`config.mk`:
```
export PLATFORM = sky130hd
export DESIGN_NAME = conv_weight_sequencer
export DESIGN_NICKNAME = d
export VERILOG_FILES = /design/src/rtl/conv_weight_sequencer.sv
export SDC_FILE = /design/constraint.sdc
export NUM_CORES = 1
export LEC_CHECK = 0
export BUFFER_PORTS_ARGS = -buffer_cell sky130_fd_sc_hd__buf_2
export CORE_MARGIN = 3
export CORE_UTILIZATION = 46
export CTS_BUF_LIST = sky130_fd_sc_hd__clkbuf_8
export CTS_CLUSTER_SIZE = 30
export DETAILED_ROUTE_END_ITERATION = 7
export HOLD_SLACK_MARGIN = 0.08
export PLACE_DENSITY = 0.66
export SLEW_MARGIN = 15
export SYNTH_ARGS = -nofsm -noshare
export SYNTH_HDL_FRONTEND = slang
export SYNTH_SLANG_ARGS = --single-unit
```
`constraint.sdc`:
```
create_clock -name clk_i -period 4.6 [get_ports clk_i]
set_clock_uncertainty 0.15 [all_clocks]
set_input_delay 0.46 -clock clk_i [delete_from_list [all_inputs] [get_ports clk_i]]
set_output_delay 0.46 -clock clk_i [all_outputs]
set_load 0.02 [all_outputs]
```
`src/rtl/conv_weight_sequencer.sv`:
```
// rtl/conv_weight_sequencer.sv - kernel weight shadow/active banks with frame-aligned swap and pixel gating
module conv_weight_sequencer #(
    parameter int LineWidthPx = 160,
    parameter int LineCountPx = 120,
    parameter int WidthIn     = 1,
    parameter int KernelWidth = 3,
    parameter int WeightWidth = 2
) (
    input  logic                                      clk_i,
    input  logic                                      rst_i,
    input  logic                                      cfg_valid_i,
    output logic                                      cfg_ready_o,
    input  logic [WeightWidth-1:0]                    cfg_data_i,
    input  logic                                      valid_i,
    output logic                                      ready_o,
    input  logic [WidthIn-1:0]                        data_i,
    output logic                                      valid_o,
    input  logic                                      ready_i,
    output logic [WidthIn-1:0]                        data_o,
    output logic [KernelWidth*KernelWidth*WeightWidth-1:0] weights_o,
    output logic                                      swap_o,
    output logic                                      frame_done_o,
    output logic                                      pending_o
);
    localparam int KernelArea = KernelWidth * KernelWidth;
    localparam int BankW      = KernelArea * WeightWidth;
    localparam int CntW       = (KernelArea > 1) ? $clog2(KernelArea) : 1;
    localparam int XW         = (LineWidthPx > 1) ? $clog2(LineWidthPx) : 1;
    localparam int YW         = (LineCountPx > 1) ? $clog2(LineCountPx) : 1;

    localparam logic [0:0] StEmpty = 1'b0;
    localparam logic [0:0] StRun   = 1'b1;

    logic [0:0]      state_q, state_d;
    logic [BankW-1:0] shadow_q, shadow_d;
    logic [BankW-1:0] active_q, active_d;
    logic [CntW-1:0] cnt_q, cnt_d;
    logic [XW-1:0]   x_q, x_d;
    logic [YW-1:0]   y_q, y_d;
    logic            pending_q, pending_d;
    logic            swap_q, swap_d;
    logic            frame_done_q, frame_done_d;

    logic run, cfg_fire, cfg_last, pix_fire, x_last, y_last;

    assign run      = (state_q == StRun);
    assign cfg_fire = cfg_valid_i & ~pending_q;
    assign cfg_last = (cnt_q == CntW'(KernelArea - 1));
    assign pix_fire = run & valid_i & ready_i;
    assign x_last   = (x_q == XW'(LineWidthPx - 1));
    assign y_last   = (y_q == YW'(LineCountPx - 1));

    // Pixel path is a pure gate: no storage, so RUN adds no bubbles.
    assign cfg_ready_o  = ~pending_q;
    assign ready_o      = run & ready_i;
    assign valid_o      = run & valid_i;
    assign data_o       = data_i;
    assign weights_o    = active_q;
    assign swap_o       = swap_q;
    assign frame_done_o = frame_done_q;
    assign pending_o    = pending_q;

    always_comb begin
        state_d      = state_q;
        shadow_d     = shadow_q;
        active_d     = active_q;
        cnt_d        = cnt_q;
        x_d          = x_q;
        y_d          = y_q;
        pending_d    = pending_q;
        swap_d       = 1'b0;
        frame_done_d = 1'b0;

        if (cfg_fire) begin
            for (int k = 0; k < KernelArea; k++) begin
                if (cnt_q == CntW'(k)) begin
                    shadow_d[k*WeightWidth +: WeightWidth] = cfg_data_i;
                end
            end
            if (cfg_last) begin
                cnt_d     = '0;
                pending_d = 1'b1;
            end else begin
                cnt_d = cnt_q + CntW'(1);
            end
        end

        // A swap needs pending_q=1, which also blocks cfg_fire, so the
        // pending set/clear above and below never collide.
        case (state_q)
            StEmpty: begin
                if (pending_q) begin
                    active_d  = shadow_q;
                    pending_d = 1'b0;
                    swap_d    = 1'b1;
                    state_d   = StRun;
                end
            end
            StRun: begin
                if (pix_fire) begin
                    if (x_last) begin
                        x_d = '0;
                        y_d = y_last ? '0 : y_q + YW'(1);
                    end else begin
                        x_d = x_q + XW'(1);
                    end
                    if (x_last && y_last) begin
                        frame_done_d = 1'b1;
                        if (pending_q) begin
                            active_d  = shadow_q;
                            pending_d = 1'b0;
                            swap_d    = 1'b1;
                        end
                    end
                end
            end
            default: state_d = StEmpty;
        endcase
    end

    always_ff @(posedge clk_i or posedge rst_i) begin
        if (rst_i) begin
            state_q      <= StEmpty;
            shadow_q     <= '0;
            active_q     <= '0;
            cnt_q        <= '0;
            x_q          <= '0;
            y_q          <= '0;
            pending_q    <= 1'b0;
            swap_q       <= 1'b0;
            frame_done_q <= 1'b0;
        end else begin
            state_q      <= state_d;
            shadow_q     <= shadow_d;
            active_q     <= active_d;
            cnt_q        <= cnt_d;
            x_q          <= x_d;
            y_q          <= y_d;
            pending_q    <= pending_d;
            swap_q       <= swap_d;
            frame_done_q <= frame_done_d;
        end
    end
endmodule

```
# After elaboration in Yosys (flattened, before gate mapping)
# Cells that the tools add are included.
[word_totals]
output_inout_bits = 25
reg_bits = 59
[classes]
n_reduce_logical = 14
mux = 21
bitwise = 6
eq_ne = 12
add_sub_neg = 3
[op_table]
columns = ["operator", "n"]
rows = [
  ["$mux W18", 3],
  ["$pmux W18 S2", 1],
  ["$reduce_and A2 Y1", 11],
  ["$eq A4 B3 Y1 const B", 4],
  ["$mux W1", 12],
  ["$add A8 B1 Y8 const B", 1],
  ["$eq A4 B2 Y1 const B", 2],
  ["$eq A8 B8 Y1 const B", 1],
  ["$mux W8", 1],
  ["$add A7 B1 Y7 const B", 1],
  ["$eq A7 B7 Y1 const B", 1],
  ["$mux W7", 1],
  ["$add A4 B1 Y4 const B", 1],
  ["$and A1 B1 Y1", 4],
  ["$eq A4 B1 Y1 const B", 1],
  ["$eq A4 B4 Y1 const B", 1],
  ["$logic_not A4 Y1", 1],
  ["$mux W4", 1],
  ["$ne A2 B1 Y1 const B", 2],
  ["$pmux W1 S2", 2],
  ["$reduce_and A3 Y1", 1],
  ["$not A1 Y1", 2],
  ["$logic_and A1 B1 Y1", 1],
]

# Logic depth before layout (Yosys ltp)
[logic_depth]
word_depth = 7
ltp_mapped = 6
mapped_depth_nobuf = 5

# Least setup slack after synthesis
# OpenSTA, ideal clock, no wires.
[synth_timing]
path_type = "flip-flop to flip-flop"
start = "reg x_q[5]"
end = "reg y_q[5]"
arrival_ps = 1872
path_stages_with_launch = 6
setup_time_ps = 69
path_slack_ps = 2509
t_required_ps = 4381
cell_sequence = "dfrtp_1 -> or3b_4 -> or3_1 -> buf_2 -> or4b_1 -> nand3_1"
[synth_between]
elab_chain_len = 2
[synth_lines]
columns = ["element", "line", "text"]
rows = [
  ["start, declared", "38", "logic [XW-1:0] x_q, x_d;"],
  ["start signal, assigned", "127", "x_q <= '0;"],
  ["start signal, assigned", "137", "x_q <= x_d;"],
  ["$eq A8 B8 Y1", "50", "assign x_last = (x_q == XW'(LineWidthPx - 1));"],
  ["$reduce_and A3 Y1 (no source line)", "-", ""],
  ["end signal, assigned", "138", "y_q <= y_d;"],
  ["end, declared", "39", "logic [YW-1:0] y_q, y_d;"],
]
# No other way between the ends.
# A chain may end at the register's enable or synchronous reset.

# Worst setup path in the final report
[layout_timing]
start = "reg y_q[0]"
end = "reg active_q[3] (netlist: weights_o[3])"
[layout_between]
elab_chain_len = 4
[layout_lines]
columns = ["element", "line", "text"]
rows = [
  ["$eq A7 B7 Y1", "51", "assign y_last = (y_q == YW'(LineCountPx - 1));"],
  ["$logic_and A1 B1 Y1", "107", "if (x_last && y_last) begin"],
  ["$ne A2 B1 Y1 (no source line)", "-", ""],
  ["$reduce_and A2 Y1 (no source line)", "-", ""],
  ["end signal, assigned", "135", "active_q <= active_d;"],
  ["end, declared", "36", "logic [BankW-1:0] active_q, active_d;"],
]
# No other way between the ends.

==> out/metrics.cfg <==
[power]
power.density_nw_per_um2=465
p_total_mw=1.36
cellLeakagePower_nw=1.46
irDropWorstVdd_mv=0.286

[setup_path]
rr_worst_depth=5
cp_top_family=simple AND/OR/NAND/NOR gates
crit_type=reg -> reg
critPathMaxStageDelay_ns=0.48
r2r-end=weights_o[3]
arrival_ns=2.33
critPathLaunchType=flop
regToRegSetupSlack_ns=2.33
cp_slowest_cell=nor3b_1
cp_cell_sequence=ha_1 > nand4_1 > nor3b_1 > a31oi_4 > mux2_1
worst-path-buf-inv=0
end_kind=flop
cp.required_ns=4.66
rr_startpoint=y_q[0]
critPathMaxFanout=19

[detailed_routing]
via_per_inst=5.09
drtAntennaViolNets=0
vias=1589
dr.pass1.iters=4
wl_per_cell_um=13.3
routed_wl_um=4140
drtIter0Drc=72
drcViolationCount=0

[synth]
yosysSeqAreaShare_pct=58.1
synth_area_um2=2540
ys_ff_latch=59
synthesis.nets=214
synthDistinctLibCells=36
syn-mean-instance-area_um2=12.7
synth_warnings=0
syn_inst=200

[global_routing]
gr-total-overflow=0
grt_usage_pct=15.5
grt_pass1_vias=1567
grt_first_pass_wirelength_um=7490
antenna_found_initial=0
grt_max_degree=60

[floorplan]
die-area_um2=6450
die_w_um=80.3
pin_count=33
core_region_area_um2=5240
rows=26
start_util_pct=48.5
die_y_um=80.3

[clock_network]
clk_path_buf_depth=2
clk_latency_ns=0.33
cts_resized=0
htree_levels=3
numCtsBuffers=9
clkSinkCount=59
root_buffer=clkbuf_8
clk_pin_slew_worst_paths_ns=0.06
cts_hold_repair.buffers=0
post_cts_buffers=0
cts_tree=done

[layout]
utilization_pct=55.9
diodes=0
final_area_um2=2930
layout_common_cells=dfrtp_1 (59), mux2_2 (30), buf_2 (30)
mostFrequentLayoutCell=dfrtp_1
nNetsFinal=253
drive_gt1_share_pct=33.9
area_growth_pct=15.3

[timing]
hold_viol=0
slew_violations=0
slew_headroom_pct=52.5
finalCritPeriodShare_pct=49.3
period_needed_ns=2.27
rsz0062_at_grt=no
finalSetupTns_ns=0
setup_violations=0
timing.fmax_mhz=441
whs_ns=0.185
tightest_slew_ns=0.712

[placement]
globalplace.congestion=0.821
dp_hpwl_um=2850
io_buffers=30
placed_area_um2=2760

[flow_run]
drv_cap=0

[min_path]
hold_path_class=in -> async

[run_status]
run_status=finished, final reports clean

sequential cells by signal (all words and copies together), names as in the netlist:
| register | count |
|---|---|
| y_q | 7 |
| frame_done_o | 1 |
| swap_o | 1 |
| weights_o | 18 |
| pending_o | 1 |
| cnt_q | 4 |
| run | 1 |
| x_q | 8 |
| shadow_q | 18 |
per-stage QoR:
stage / cells / setup slack (ns)
6_report: 312 / 2.33
3_3_place_gp: 298 / 2.32
3_5_place_dp: 298 / 2.31
5_1_grt: 312 / 2.13
2_1_floorplan: 200 / 2.51
4_1_cts: 312 / 2.30
cell usage after synthesis:
| library cell | n | area, um2 |
|---|---|---|
| dfrtp_1 | 59 | 1480 |
| mux2_2 | 30 | 338 |
| nand2_1 | 27 | 101 |
| o21ai_0 | 11 | 55.1 |
| mux2_1 | 7 | 78.8 |
| nand4_1 | 7 | 43.8 |
| ha_1 | 6 | 75.1 |
| inv_1 | 5 | 18.8 |
| nand3_1 | 5 | 25.0 |
| nor3_1 | 5 | 25.0 |
| nor2_1 | 4 | 15.0 |
| xnor2_1 | 4 | 35.0 |
| and2_1 | 3 | 18.8 |
| a22o_1 | 2 | 17.5 |
| and4_1 | 2 | 17.5 |
| nor3b_1 | 2 | 15.0 |
| xor2_1 | 2 | 17.5 |
| a21bo_2 | 1 | 10.0 |
| a21o_1 | 1 | 7.51 |
| a21o_2 | 1 | 8.76 |
| a21oi_1 | 1 | 5.00 |
| a31oi_4 | 1 | 21.3 |
| and3_1 | 1 | 6.26 |
| buf_2 | 1 | 5.00 |
| buf_4 | 1 | 7.51 |
| buf_6 | 1 | 11.3 |
| nand2b_1 | 1 | 6.26 |
| nor2b_1 | 1 | 6.26 |
| nor3_4 | 1 | 16.3 |
| o211ai_1 | 1 | 7.51 |
| o21bai_1 | 1 | 7.51 |
| o31ai_1 | 1 | 7.51 |
| or2_2 | 1 | 6.26 |
| or3_1 | 1 | 6.26 |
| or3b_4 | 1 | 11.3 |
| or4b_1 | 1 | 10.0 |
power breakdown:
group / switching (mW) / total [mW] / internal [mW]
Combinational: 0.116 / 0.237 / 0.122
Sequential: 0.0910 / 0.727 / 0.636
Clock: 0.183 / 0.399 / 0.216
final cells by class:
type / instances / area [um2]
multi-input combinational: 133 / 1020
inverter: 5 / 18.8
timing repair buffer: 31 / 158
fill: 473 / 2310
clock buffer: 11 / 151
tap: 70 / 87.6
clock inverter: 3 / 15.0
sequential: 59 / 1480
tightest hold or removal path, cell delays in order:
cell	delay, ns
buf_2	0.10
inv_2	0.03
buf_4	0.56
cells by family (layout without fill, tap and decap cells):
logic type / count (synthesis) / in the layout / synth area share, %
AND/OR/NAND/NOR: 63 / 63 / 13.0
flip-flops: 59 / 59 / 58.1
multiplexers: 37 / 37 / 16.4
AO/OA/AOI/OAI: 21 / 21 / 5.81
buffers and inverters: 8 / 50 / 1.67
adder cells (fa/ha/maj): 6 / 6 / 2.95
XOR/XNOR: 6 / 6 / 2.07
routing by layer:
metal	share of wire, %	vias up	wire length [um]	GRT usage, %
li1	-	792	-	-
met4	2.7	0	110	9.29
met2	44	28	1840	22.2
met1	49	759	2030	21.1
met5	0	-	0	0
met3	3.7	10	152	3.81
worst max path at each step:
stage,slack (ns),startpoint,endpoint,cells after the start
final,2.33,y_q[0],weights_o[3],5
after global routing,2.13,y_q[0],weights_o[3],5
after CTS,2.30,y_q[0],weights_o[3],5
after detailed placement,2.31,y_q[0],weights_o[3],5
after global placement,2.32,y_q[0],weights_o[3],5
after floorplan,2.51,x_q[5],y_q[5],5
Note: power is estimated with default switching activity, not from simulation.
